### src/rtl/risc_pkg.sv
// Shared constants, opcode map and sequencer state encoding for the 8-bit RISC MCU.
// The same opcode localparams are used by the ALU that sits downstream of the sequencer.
package risc_pkg;

  localparam int DATA_W = 8;
  localparam int OP_W   = 4;
  localparam int NREG   = 4;
  localparam int REG_AW = $clog2(NREG);

  localparam logic [OP_W-1:0] OP_ADD       = 4'd0;
  localparam logic [OP_W-1:0] OP_SUB       = 4'd1;
  localparam logic [OP_W-1:0] OP_AND       = 4'd2;
  localparam logic [OP_W-1:0] OP_OR        = 4'd3;
  localparam logic [OP_W-1:0] OP_NOT       = 4'd4;
  localparam logic [OP_W-1:0] OP_NOP       = 4'd5;
  localparam logic [OP_W-1:0] OP_JUMP      = 4'd6;
  localparam logic [OP_W-1:0] OP_JZ        = 4'd7;
  localparam logic [OP_W-1:0] OP_STORE     = 4'd8;
  localparam logic [OP_W-1:0] OP_LOAD      = 4'd10;
  localparam logic [OP_W-1:0] OP_HALT_BASE = 4'd12;

  typedef enum logic [3:0] {
    S_FET1,
    S_FET2,
    S_DEC,
    S_BR1,
    S_BR2,
    S_AD1,
    S_AD2,
    S_LD1,
    S_LD2,
    S_ST,
    S_HALT
  } state_t;

  // Opcodes 0..4 go through the ALU and update the Z flag.
  function automatic logic is_alu_op(input logic [OP_W-1:0] op);
    return op <= OP_NOT;
  endfunction

endpackage

### src/rtl/risc_reg_file.sv
// 4 x DATA_W register file: two asynchronous read ports, one synchronous write port,
// asynchronous active-low clear. Reads see the old value on a same-edge write.
module risc_reg_file
  import risc_pkg::*;
(
  input  logic              clk,
  input  logic              rst_n,
  input  logic [REG_AW-1:0] rd_addr_a,
  input  logic [REG_AW-1:0] rd_addr_b,
  output logic [DATA_W-1:0] rd_data_a,
  output logic [DATA_W-1:0] rd_data_b,
  input  logic              we,
  input  logic [REG_AW-1:0] wr_addr,
  input  logic [DATA_W-1:0] wr_data
);

  logic [DATA_W-1:0] regs [NREG];

  always_ff @(posedge clk or negedge rst_n) begin
    if (!rst_n) begin
      for (int i = 0; i < NREG; i++) begin
        regs[i] <= '0;
      end
    end else if (we) begin
      regs[wr_addr] <= wr_data;
    end
  end

  assign rd_data_a = regs[rd_addr_a];
  assign rd_data_b = regs[rd_addr_b];

endmodule

### src/rtl/risc_exec_sequencer.sv
// Multicycle fetch/decode/execute sequencer feeding the ALU of the 8-bit RISC MCU.
// Optional build macro ILLEGAL_TRAP_EN: opcode 5 halts the core and raises illegal_op.
module risc_exec_sequencer
  import risc_pkg::*;
(
  input  logic              clk,
  input  logic              rst_n,
  output logic [DATA_W-1:0] mem_addr,
  input  logic [DATA_W-1:0] mem_rdata,
  output logic [DATA_W-1:0] mem_wdata,
  output logic              mem_we,
  output logic [DATA_W-1:0] alu_data_1,
  output logic [DATA_W-1:0] alu_data_2,
  output logic [OP_W-1:0]   alu_sel,
  input  logic [DATA_W-1:0] alu_out,
  input  logic              alu_zero_flag,
`ifdef ILLEGAL_TRAP_EN
  output logic              illegal_op,
`endif
  output logic              halted
);

  localparam logic [DATA_W-1:0] ONE = DATA_W'(1);

  state_t            state, state_next;
  logic [DATA_W-1:0] pc, pc_next;
  logic [DATA_W-1:0] ir, ir_next;
  logic [DATA_W-1:0] add_r, add_r_next;
  logic              z, z_next;

  logic [OP_W-1:0]   op;
  logic [REG_AW-1:0] src, dest;
  logic [DATA_W-1:0] r_dest, r_src;
  logic              rf_we;
  logic [DATA_W-1:0] rf_wdata;

`ifdef ILLEGAL_TRAP_EN
  logic trap_set;
  logic illegal_q;
`endif

  assign op   = ir[DATA_W-1 -: OP_W];
  assign src  = ir[2*REG_AW-1 -: REG_AW];
  assign dest = ir[REG_AW-1:0];

  risc_reg_file u_reg_file (
    .clk       (clk),
    .rst_n     (rst_n),
    .rd_addr_a (dest),
    .rd_addr_b (src),
    .rd_data_a (r_dest),
    .rd_data_b (r_src),
    .we        (rf_we),
    .wr_addr   (dest),
    .wr_data   (rf_wdata)
  );

  always_ff @(posedge clk or negedge rst_n) begin
    if (!rst_n) begin
      state <= S_FET1;
      pc    <= '0;
      ir    <= '0;
      add_r <= '0;
      z     <= 1'b0;
    end else begin
      state <= state_next;
      pc    <= pc_next;
      ir    <= ir_next;
      add_r <= add_r_next;
      z     <= z_next;
    end
  end

  // Memory is synchronous: the byte addressed in one state arrives on mem_rdata
  // in the following state, so every read is a pair of states (FET1/FET2, BR1/BR2, ...).
  always_comb begin
    state_next = state;
    pc_next    = pc;
    ir_next    = ir;
    add_r_next = add_r;
    z_next     = z;
    rf_we      = 1'b0;
    rf_wdata   = alu_out;
`ifdef ILLEGAL_TRAP_EN
    trap_set   = 1'b0;
`endif
    case (state)
      S_FET1: state_next = S_FET2;
      S_FET2: begin
        ir_next    = mem_rdata;
        pc_next    = pc + ONE;
        state_next = S_DEC;
      end
      S_DEC: begin
        if (is_alu_op(op)) begin
          rf_we      = 1'b1;
          z_next     = alu_zero_flag;
          state_next = S_FET1;
        end else if (op == OP_NOP) begin
`ifdef ILLEGAL_TRAP_EN
          trap_set   = 1'b1;
          state_next = S_HALT;
`else
          state_next = S_FET1;
`endif
        end else if (op <= OP_JZ) begin
          state_next = S_BR1;
        end else if (op < OP_HALT_BASE) begin
          state_next = S_AD1;
        end else begin
          state_next = S_HALT;
        end
      end
      S_BR1: state_next = S_BR2;
      S_BR2: begin
        pc_next    = ((op == OP_JUMP) || z) ? mem_rdata : pc + ONE;
        state_next = S_FET1;
      end
      S_AD1: state_next = S_AD2;
      S_AD2: begin
        add_r_next = mem_rdata;
        pc_next    = pc + ONE;
        state_next = (op >= OP_LOAD) ? S_LD1 : S_ST;
      end
      S_LD1: state_next = S_LD2;
      S_LD2: begin
        rf_we      = 1'b1;
        rf_wdata   = mem_rdata;
        state_next = S_FET1;
      end
      S_ST:   state_next = S_FET1;
      S_HALT: state_next = S_HALT;
      default: state_next = S_FET1;
    endcase
  end

`ifdef ILLEGAL_TRAP_EN
  always_ff @(posedge clk or negedge rst_n) begin
    if (!rst_n) begin
      illegal_q <= 1'b0;
    end else if (trap_set) begin
      illegal_q <= 1'b1;
    end
  end

  assign illegal_op = illegal_q;
`endif

  // Data-phase states address the operand latched in ADD_R; everything else points at PC.
  assign mem_addr   = ((state == S_LD1) || (state == S_LD2) || (state == S_ST)) ? add_r : pc;
  assign mem_we     = (state == S_ST);
  assign mem_wdata  = (state == S_ST) ? r_src : '0;
  assign alu_data_1 = r_dest;
  assign alu_data_2 = r_src;
  assign alu_sel    = op;
  assign halted     = (state == S_HALT);

endmodule

### config.mk
export PLATFORM = sky130hd
export DESIGN_NAME = risc_exec_sequencer
export DESIGN_NICKNAME = d
export VERILOG_FILES = /design/src/rtl/risc_pkg.sv /design/src/rtl/risc_reg_file.sv /design/src/rtl/risc_exec_sequencer.sv
export SDC_FILE = /design/constraint.sdc
export NUM_CORES = 1
export LEC_CHECK = 0
export ABC_AREA = 1
export CAP_MARGIN = 10
export CORE_MARGIN = 8
export CORE_UTILIZATION = 50
export CTS_CLUSTER_DIAMETER = 100
export CTS_CLUSTER_SIZE = 12
export DETAILED_ROUTE_END_ITERATION = 8
export GPL_TIMING_DRIVEN = 0
export PLACE_DENSITY = 0.75
export SLEW_MARGIN = 5
export SYNTH_ARGS = -nofsm -noshare
export SYNTH_HDL_FRONTEND = slang
export SYNTH_SLANG_ARGS = --single-unit
### constraint.sdc
create_clock -name clk -period 1.5 [get_ports clk]
set_input_delay 0.225 -clock clk [delete_from_list [all_inputs] [get_ports clk]]
set_output_delay 0.225 -clock clk [all_outputs]
set_load 0.01 [all_outputs]
After elaboration in Yosys (flattened, before gate mapping)
Index checks and enable logic that the tools add are counted.
{"block": "word_totals", "word_cells": 61, "reg_bits": 61}
{"block": "classes", "magnitude_cmp": 7, "n_mux": 22, "n_eq_ne": 12, "bitwise": 2, "addsub": 1, "reduce_logical": 8}
{"operator": "$mux 8", "n": 9}
{"operator": "$bmux 8 s2", "n": 2}
{"operator": "$bwmux 32", "n": 1}
{"operator": "$pmux 4 s8", "n": 1}
{"operator": "$eq 4x3->1 const B", "n": 6}
{"operator": "$mux 4", "n": 5}
{"operator": "$demux 8 s2", "n": 1}
{"operator": "$pmux 8 s2", "n": 1}
{"operator": "$eq 4x4->1 const B", "n": 3}
{"operator": "$add 8x1->8 const B", "n": 1}
{"operator": "$eq 4x2->1 const B", "n": 2}
{"operator": "$le 4x3->1 const B", "n": 2}
{"operator": "$ge 3x3->1 const B", "n": 2}
{"operator": "$not 2->3", "n": 2}
{"operator": "$eq 4x1->1 const B", "n": 1}
{"operator": "$ge 4x4->1 const B", "n": 1}
{"operator": "$logic_not 4->1", "n": 1}
{"operator": "$lt 4x4->1 const B", "n": 1}
{"operator": "$logic_or 1x1->1", "n": 3}
{"operator": "$lt 3x1->1 const B", "n": 1}
{"operator": "$pmux 1 s2", "n": 1}
{"operator": "$reduce_and 2->1", "n": 1}
{"operator": "$reduce_bool 2->1", "n": 1}
{"operator": "$reduce_or 2->1", "n": 1}
{"operator": "2 further kinds", "n": 2}

Depth between registers and ports, before layout
{"block": "logic_depth", "ltp_word": 6, "ltp_mapped": 9}

By module
Synthesis repeated with hierarchy kept, for this count alone.
{"block": "unflattened", "hier_cells": 560, "hier_area_um2": 3901.2}
{"module": "risc_reg_file", "cells_each": 297, "seq_area_each_um2": 800.8, "n_inst": 1, "area_per_inst_um2": 2053.2}
{"module": "risc_exec_sequencer", "cells_each": 263, "seq_area_each_um2": 725.7, "n_inst": 1, "area_per_inst_um2": 1848.0}

Worst setup path after synthesis
No wires, ideal clock.
{"block": "synth_path", "path_type": "register to output", "startpoint": "register state[0]", "endpoint": "output mem_addr[0]", "n_path_buf": 2, "t_arrival_ps": 1317, "required_ps": 1275, "path_stages_with_launch": 8, "setup_slack_ps": -42, "path_cell_list": "dfrtp_1 buf_6 inv_2 nor2_2 nand2_2 nand3_4 buf_4 o21ai_0"}
{"block": "synth_via", "elab_chain_len": 4, "word_cells_on_any_way": 6, "cone_classes": "eq/ne (3); mux (1); reduce/logical (2)"}
{"element": "start, declared", "line_no": "risc_exec_sequencer.sv:25", "source": "state_t state, state_next;"}
{"element": "start signal, assigned", "line_no": "risc_exec_sequencer.sv:66", "source": "state <= state_next;"}
{"element": "$eq 4x3->1 / $eq 4x4->1 (equally long branches)", "line_no": "risc_exec_sequencer.sv:150", "source": "assign mem_addr = ((state == S_LD1) || (state == S_LD2) || (state == S_ST)) ? add_r : pc;"}
{"element": "$logic_or 1x1->1", "line_no": "risc_exec_sequencer.sv:150"}
{"element": "$logic_or 1x1->1 (*)", "line_no": "risc_exec_sequencer.sv:150"}
{"element": "$mux 8 (*)", "line_no": "risc_exec_sequencer.sv:150"}
{"element": "end, declared", "line_no": "risc_exec_sequencer.sv:8", "source": "output logic [DATA_W-1:0] mem_addr,"}
Mark *: on every way between the ends. The rest lies on a longest branch, timed or not.

Final worst setup path
{"block": "layout_path", "startpoint": "register state[3]", "endpoint": "output mem_addr[3]"}
Same word-level chain as after synthesis.

==> results.sh <==
export IMPL_synth_distinct_cells=30
export IMPL_fin_ws_ns=-0.413
export IMPL_max_vdd_ir_drop_mv=1.03
export IMPL_port_buffers=56
export IMPL_path_class="flip-flop to output port"
export IMPL_coreArea_um2=7100
export IMPL_cp_slowest_cell="dfrtp_1"
export IMPL_grt_pass1_vias=3875
export IMPL_area_growth_synth_to_final_pct=51.5
export IMPL_maxCapViolations=0
export IMPL_nets=637
export IMPL_antenna_found_initial=0
export IMPL_finClkSkew_ns=0.0130
export IMPL_ys_seq_area_share_pct=42.7
export IMPL_first_pass_iters=8
export IMPL_crit_path_start_kind="flip-flop"
export IMPL_h_tree_depth=3
export IMPL_clock_root_buffer="clkbuf_8"
export IMPL_io_pins=57
export IMPL_p_leak_nw=2.70
export IMPL_worstSkewPairLatency_ns=0.35
export IMPL_wl_um=13300
export IMPL_slew_headroom_pct=46.4
export IMPL_timing_hold_ws_ns=0.461
export IMPL_synthCells=486
export IMPL_die_area_um2=10100
export IMPL_clockBufferDepth=2
export IMPL_hold_class="input pin to flip-flop"
export IMPL_drc=0
export IMPL_yosys_warnings=0
export IMPL_dpl_hpwl_um=7330
export IMPL_die_x_um=101
export IMPL_fmax_mhz=523
export IMPL_path_max_fanout=7
export IMPL_hold_path_cell_count=3
export IMPL_final_cell_mix="153 x nand2_1, 56 x dfrtp_1, 44 x nand3_1"
export IMPL_start_util_pct=50.4
export IMPL_via_per_inst=5.79
export IMPL_tns_ns=-14.71
export IMPL_cp_cell_sequence="inv_2, nor2_4, buf_12, nand2_8, nand3_4, buf_6, o21ai_2, buf_2"
export IMPL_synth_fp_nets=506
export IMPL_grt_pass1_wl_um=19100
export IMPL_final_common_cell="nand2_1"
export IMPL_critical_path_max_stage_delay_ns=0.41
export IMPL_diodes=0
export IMPL_drv_slew=0
export IMPL_synth_top_cell_area_share_pct=42.7
export IMPL_finalHoldViolations=0
export IMPL_syn_area_per_cell_um2=7.36
export IMPL_critPathCaptureType="output port"
export IMPL_clkSlewWorstSetupHoldPaths_ns=0.07
export IMPL_ys_seq_elements=61
export IMPL_outcome="finished, violations left"
export IMPL_grt_use_total_pct=24.0
export IMPL_grt_start_max_net_pins=62
export IMPL_post_route_period_util_pct=128
export IMPL_rsz0062_at_grt="true"
export IMPL_cts_made_buffers=9
export IMPL_yosys_area_top_type="dfrtp_1"
export IMPL_synthTopCellsByArea="dfrtp_1 43%, nand2_1 17%, nand3_1 6.4%"
export IMPL_syn_area_um2=3580
export IMPL_violations="negative setup slack"
export IMPL_p_per_area_nw_per_um2=2500
export IMPL_fin_crit_ns=1.91
export IMPL_drtAntennaViolNets=0
export IMPL_cts_tree="built"
export IMPL_r2r_cells=10
export IMPL_vias=4167
export IMPL_num_rows=31
export IMPL_dr_first_iter_drc_count=474
export IMPL_overflow=0
export IMPL_cp_data_arrival_time_ns=1.69
export IMPL_p_total_mw=13.6
export IMPL_worstPathRequired_ns=1.27
export IMPL_utilization_pct=76.3
export IMPL_finalSetupViolCount=71
export IMPL_die_h_um=101
export IMPL_globalplace_congestion=0.915
export IMPL_drive_gt1_share_pct=37.0
export IMPL_worst_slew_pin_slew_ns=0.805
export IMPL_post_drt_wl_per_cell_um=18.4
export IMPL_numClockSinks=61
-- worst max-delay path: cells and delay by family, from the launching register on --
family	cells	cell delay, ns
buffers and inverters	4	0.55
flip-flops	1	0.41
AND/OR/NAND/NOR	3	0.23
AO/OA/AOI/OAI	1	0.14
-- per-stage QoR --
stage | cell area (um^2) | cells | setup WS, ns
2_1_floorplan | 3580 | 486 | -0.0418
3_3_place_gp | 4260 | 641 | -1.78
3_5_place_dp | 4260 | 641 | -0.783
4_1_cts | 4900 | 697 | -0.369
5_1_grt | 5420 | 720 | -0.487
6_report | 5420 | 720 | -0.413
-- cell families after synthesis --
logic type               synth area share [%]
AND/OR/NAND/NOR                          32.7
AO/OA/AOI/OAI                            15.3
buffers and inverters                    8.22
flip-flops                               42.7
XOR/XNOR                                0.735
adder cells (fa/ha/maj)                 0.350
-- where the power goes --
part           internal (mW)  total, mW  switching [mW]  leakage (nW)
logic                   3.87       8.82            4.95          1.89
clock network          0.726       1.37           0.644        0.0926
registers               2.49       3.36           0.867         0.718
total                   7.09       13.6            6.46          2.70
-- final timing paths --
path,start,end,slack [ns]
worst min-delay path,alu_zero_flag,z$_DFFE_PN0P_,0.46
min in group asynchronous,rst_n,u_reg_file.regs[9]$_DFFE_PN0P_,0.49
max in group asynchronous,rst_n,ir[6]$_DFFE_PN0P_,0.42
worst min register to register,u_reg_file.regs[9]$_DFFE_PN0P_,u_reg_file.regs[9]$_DFFE_PN0P_,0.48
worst max register to register,state[0]$_DFF_PN0_,u_reg_file.regs[31]$_DFFE_PN0P_,-0.16
worst max-delay path,state[3]$_DFF_PN0_,mem_addr[3],-0.41
-- cell usage after synthesis --
cell,count
nand2_1,164
dfrtp_1,61
nand3_1,46
o21ai_0,46
inv_1,40
nor2_1,36
a21oi_1,18
a22oi_1,11
o21ai_2,8
nand2_2,7
clkbuf_1,6
buf_4,5
buf_6,5
o211ai_1,5
buf_2,4
nor2_4,3
o21ai_1,3
nand2_4,2
nand3_4,2
nand4_1,2
nor2_2,2
xor2_1,2
clkinv_1,1
ha_1,1
inv_2,1
nand2_8,1
nand3b_1,1
o21ai_4,1
o22ai_1,1
xnor2_1,1
-- metal layers --
layer	global-route usage (%)	wire length, um	vias to the layer above
met5	0	0	-
met4	10.2	431	0
met2	39.0	6520	274
met3	4.83	1290	53
li1	-	-	1847
met1	30.3	5010	1993
-- layout make-up --
| class | instances | area (um^2) |
|---|---|---|
| sequential | 61 | 1530 |
| timing repair buffer | 121 | 1070 |
| clock buffer | 14 | 173 |
| clock inverter | 1 | 5.00 |
| tap | 99 | 124 |
| fill | 476 | 1680 |
| buffer | 18 | 191 |
| multi-input combinational | 364 | 2150 |
| inverter | 42 | 174 |
-- timing repair --
item | CTS | global route
setup endpoints to repair | 62 | 89
endpoints found under the hold margin | 55 | 0
gates resized for setup | 254 | 80
gates cloned | 1 | 4
pin swaps | 18 | 35
buffers inserted | 39 | 21
hold buffers | 1 | 0
-- sequential cells by signal (all words and copies together), names as in the netlist --
register and count:
u_reg_file.regs 32, add_r 8, ir 8, pc 8, state 4, z 1
Power figures use the tool's default switching activity.
